## config.mk

```make
export PLATFORM = sky130hd
export DESIGN_NAME = branch_predictor_table
export DESIGN_NICKNAME = d
export VERILOG_FILES = /design/src/rtl/branch_predictor_table.sv
export SDC_FILE = /design/constraint.sdc
export NUM_CORES = 1
export LEC_CHECK = 0
export CORE_MARGIN = 2
export CORE_UTILIZATION = 50
export DETAILED_ROUTE_END_ITERATION = 8
export PLACE_DENSITY = 0.9
export SYNTH_ARGS = -nofsm -noshare
export SYNTH_HDL_FRONTEND = slang
export SYNTH_SLANG_ARGS = --single-unit
```

## constraint.sdc

```tcl
create_clock -name clk -period 3.41 [get_ports clk]
set_input_delay 0.682 -clock clk [delete_from_list [all_inputs] [get_ports clk]]
set_output_delay 0.682 -clock clk [all_outputs]
set_load 0.02 [all_outputs]
```

## src/rtl/branch_predictor_table.sv

```systemverilog
// branch_predictor_table
//   Table of 2^INDEX_BITS saturating counters used as a decode-stage branch
//   predictor. The table is indexed by PC bits (bimodal, HIST_BITS=0) or by
//   PC bits XORed with a non-speculative global history register (gshare,
//   HIST_BITS>0). Lookup is combinational; updates arrive from the MEM stage.
//   Saturating statistics count resolved and mispredicted branches.
//
// Ports
//   clk, rst_n              clock, asynchronous active-low reset
//   branch_decode_sig       decode-stage instruction is a conditional branch
//   in_addr, offset         decode PC and branch immediate
//   branch_addr             predicted target (in_addr + offset)
//   prediction              predict taken
//   pred_index              table index used for this lookup
//   branch_mem_sig          MEM-stage update strobe
//   actual_branch_decision  resolved outcome (1 = taken)
//   upd_index               pred_index carried with the resolving branch
//   mispredict              MEM-stage misprediction flag
//   stat_branches           resolved-branch count (saturating)
//   stat_mispredicts        mispredicted-branch count (saturating)
module branch_predictor_table #(
  parameter int unsigned INDEX_BITS = 4,
  parameter int unsigned CTR_BITS   = 2,
  parameter int unsigned HIST_BITS  = 0,
  parameter int unsigned STAT_WIDTH = 32
) (
  input  logic                  clk,
  input  logic                  rst_n,
  input  logic                  branch_decode_sig,
  input  logic [31:0]           in_addr,
  input  logic [31:0]           offset,
  output logic [31:0]           branch_addr,
  output logic                  prediction,
  output logic [INDEX_BITS-1:0] pred_index,
  input  logic                  branch_mem_sig,
  input  logic                  actual_branch_decision,
  input  logic [INDEX_BITS-1:0] upd_index,
  input  logic                  mispredict,
  output logic [STAT_WIDTH-1:0] stat_branches,
  output logic [STAT_WIDTH-1:0] stat_mispredicts
);

  localparam int unsigned ENTRIES = 1 << INDEX_BITS;
  // Weakly-not-taken: MSB clear, all lower bits set (0 for 1-bit counters).
  localparam logic [CTR_BITS-1:0] CTR_INIT = CTR_BITS'((1 << (CTR_BITS - 1)) - 1);
  localparam logic [CTR_BITS-1:0] CTR_MAX  = '1;

  logic [CTR_BITS-1:0]   ctr_table [ENTRIES];
  logic [INDEX_BITS-1:0] pc_idx;
  logic [INDEX_BITS-1:0] lookup_idx;
  logic [CTR_BITS-1:0]   lookup_ctr;
  logic [CTR_BITS-1:0]   upd_ctr;
  logic                  unused_addr_bits;

  always_comb begin
    pc_idx = in_addr[INDEX_BITS+1:2];
  end

  assign unused_addr_bits = ^{in_addr[31:INDEX_BITS+2], in_addr[1:0]};

  generate
    if (HIST_BITS == 0) begin : g_bimodal
      always_comb begin
        lookup_idx = pc_idx;
      end
    end else begin : g_gshare
      logic [HIST_BITS-1:0] ghr;

      // Truncating {ghr, outcome} keeps the newest HIST_BITS outcomes and
      // stays legal for HIST_BITS == 1.
      always_ff @(posedge clk or negedge rst_n) begin
        if (!rst_n) begin
          ghr <= '0;
        end else if (branch_mem_sig) begin
          ghr <= HIST_BITS'({ghr, actual_branch_decision});
        end
      end

      always_comb begin
        lookup_idx = pc_idx ^ INDEX_BITS'(ghr);
      end
    end
  endgenerate

  // Lookup reads the registered table, so a same-cycle update is not bypassed.
  always_comb begin
    lookup_ctr  = ctr_table[lookup_idx];
    pred_index  = lookup_idx;
    prediction  = branch_decode_sig & lookup_ctr[CTR_BITS-1];
    branch_addr = in_addr + offset;
    upd_ctr     = ctr_table[upd_index];
  end

  always_ff @(posedge clk or negedge rst_n) begin
    if (!rst_n) begin
      for (int unsigned i = 0; i < ENTRIES; i++) begin
        ctr_table[i] <= CTR_INIT;
      end
    end else if (branch_mem_sig) begin
      if (actual_branch_decision) begin
        if (upd_ctr != CTR_MAX) begin
          ctr_table[upd_index] <= upd_ctr + 1'b1;
        end
      end else begin
        if (upd_ctr != '0) begin
          ctr_table[upd_index] <= upd_ctr - 1'b1;
        end
      end
    end
  end

  always_ff @(posedge clk or negedge rst_n) begin
    if (!rst_n) begin
      stat_branches    <= '0;
      stat_mispredicts <= '0;
    end else if (branch_mem_sig) begin
      if (stat_branches != '1) begin
        stat_branches <= stat_branches + 1'b1;
      end
      if (mispredict && (stat_mispredicts != '1)) begin
        stat_mispredicts <= stat_mispredicts + 1'b1;
      end
    end
  end

endmodule

```

==> impl_metrics.tcl <==
set metrics [dict create \
    run_status "finished, violations left" \
    violations "negative setup slack" \
    hp-class "in -> async" \
    worstSetupEndpointType "output pin" \
    synth_top_family_by_area "simple AND/OR/NAND/NOR gates" \
    finalPower_mw 4.794 \
    drv_cap 0 \
    final_common_cell "buf_4" \
    clk_path_buf_depth 2 \
    slew_headroom 0.6015 \
    critPathMaxFanout 4 \
    synth-compound-area-share 0.1277 \
    drtIter0Drc 841 \
    async_flop_share 1.000 \
    grt_overflow 0 \
    drive_above_1_share 0.3849 \
    cts_tree "yes" \
    clockRootBuffer "clkbuf_16" \
    grt_max_degree 53 \
    yosysTopAreaCellShare 0.2974 \
    avgRoutedWirePerCell_um 21.22 \
    hold_viol_final 0 \
    critPathKind "in -> out" \
    vias 7053 \
    port_buffers 174 \
    rows 42 \
    synth_seq_cells 96 \
    dieHeight_um 120.0 \
    totalWireLength_um 24470 \
    synthesis.nets 783 \
    place_congestion 0.9928 \
    cpLargestDelayFamily "buffers and inverters" \
    synthSimpleGateAreaFrac 0.1978 \
    critPathRequiredTime_ps 2730 \
    syn-cell-area_sq_mm 0.006731 \
    clk_pin_slew_ps 70 \
    setup_violations 10 \
    num_io_pins 175 \
    worst_slew_pin_slew_ps 597.7 \
    cp-start-kind "primary input" \
    layout_common_cells "buf_4, clkdlybuf4s50_1, dfrtp_1" \
    nNetsFinal 1082 \
    antenna_found_initial 0 \
    area_delta_synth_final_pct 57.10 \
    yosys_warnings 0 \
    powerDensity_mw_per_mm2 453.3 \
    clk_latency_ps 340 \
    p_leak_nw 4.705 \
    cpMaxStageDelayCell "dlygate4sd2_1" \
    cts_buffers 9 \
    post_synth.cell_area_avg_sq_um 10.00 \
    timing.final.crit_share 1.027 \
    ys.flop_type "dfrtp_1" \
    clkSinkCount 96 \
    drt-pass1-iter-count 6 \
    setup_ws_ps -91.28 \
    path_cells "clkdlybuf4s15_1 > ha_4 > a21oi_4 > nand3_1 > a211oi_1 > buf_4 > nor2_1 > xor2_1 > dlygate4sd2_1" \
    hold_slack_ps 348.3 \
    ys_seq_area_frac 0.3599 \
    drv_slew 0 \
    fin_skew_ps 7.662 \
    die_w_um 120.0 \
    synth_cells 673 \
    grt_pass1_vias 6888 \
    slowest_delay_ps 380 \
    fin_crit_ps 3501 \
    crit_arrival_ps 2820 \
    clock.fmax_mhz 285.6 \
    place_hpwl_um 15200 \
    synth.mux.area_fraction 0.1022 \
    rsz0062_at_grt "yes" \
    initial_core_util 0.5103 \
    synth_top_area_cell "dfrtp_1" \
    synth-xor-area-share 0.1158 \
    tns_ps -586.7 \
    synth_cell_types 75 \
    fp.dieArea_sq_mm 0.01441 \
    via_per_inst 6.117 \
    grt_usage 0.3062 \
    synthAdderAreaFrac 0.06803 \
    drc 0 \
    detail-route-antenna-nets 0 \
    core_sq_mm 0.01319 \
    diodes 0 \
    grt_pass1_wl_um 35250 \
    max-vdd-ir-drop_uv 530.6 \
    cp.buffers_inverters 3 \
    synth.area.top_cells "dfrtp_1, ha_1, dfstp_2" \
    synth-edff-count 0 \
    h-tree-depth 3 \
]
-- Yosys cell counts (all sizes together) (2+ instances only) --
cell and n:
nand4 15, o211ai 6, or3 3, or3b 2, clkbuf 12, mux4 14, a31oi 7, a31o 4
dfrtp 80, a21oi 34, mux2i 2, and3 19, a311oi 2, nor4 7, nor3 24, xnor2 47
o31ai 3, nor3b 3, mux2 31, nand3 34, a2111oi 2, a221oi 3, xor2 42, o21a 6
buf 14, a211oi 5, dfstp 16, or4 2, nand3b 2, and4 16, ha 35, nor2 42
a21o 14, nand2 55, nand2b 4, and2 9, o21ai 23, inv 15, o21bai 5
-- timing repair --
action,in CTS,in global routing
endpoints found under the setup margin,56,45
cloned,0,1
pin swaps,75,50
hold buffers,0,0
endpoints found under the hold margin,0,0
gates resized for setup,258,89
buffers inserted,12,9
-- cell type report --
class / count / area (sq um)
Multi-Input combinational cell: 536 / 4833
Fill cell: 708 / 2615
Clock inverter: 7 / 47.55
Inverter: 15 / 56.30
Sequential cell: 96 / 2422
Timing Repair Buffer: 314 / 2770
Tap cell: 176 / 220.2
Clock buffer: 9 / 225.2
-- per-stage QoR --
| stage | std cells | util | setup slack (ps) | area (sq um) |
|---|---|---|---|---|
| floorplan | 673 | - | -4.608 | 6744 |
| CTS | 1143 | 0.7816 | -33.08 | 10310 |
| global route | 1153 | 0.8017 | -257.3 | 10580 |
| global placement | 1115 | 0.7190 | -870.0 | 9484 |
| finish | 1153 | 0.8017 | -91.28 | 10580 |
| detailed placement | 1115 | 0.7190 | -973.3 | 9484 |
-- power by group --
part           total [mW]  switching, mW  internal [mW]
Clock               0.935          0.441          0.494
Sequential           1.69          0.227           1.46
Combinational        2.17           1.07           1.10
Total                4.79           1.74           3.06
-- cell families (layout without fill, tap and decap cells) --
family                   after synthesis  in the layout
AO/OA/AOI/OAI                        122            122
XOR/XNOR                              89             89
adder cells (fa/ha/maj)               36             36
buffers and inverters                 41            345
flip-flops                            96             96
multiplexers                          47             47
AND/OR/NAND/NOR                      242            242
-- final timing paths --
| check | from | end | slack, ps | depth (start not counted) |
|---|---|---|---|---|
| worst max-delay path | offset[10] | branch_addr[13] | -90 | 9 |
| worst min-delay path | rst_n | stat_mispredicts[13] | 350 | 1 |
| worst max register to register | ctr_table[1] | ctr_table[17] | 340 | 8 |
| worst min register to register | stat_branches[21] | stat_branches[21] | 490 | 1 |
| max in group asynchronous | rst_n | asynchronous set/reset pin | 2330 | 2 |
| min in group clk | stat_branches[21] | stat_branches[21] | 490 | 1 |
-- metal layers --
layer,share of wire,GRT usage
met5,0,0
met4,0.061,0.1147
met3,0.078,0.05228
met2,0.50,0.5444
met1,0.36,0.3701
(Power assumes the default switching activity.)
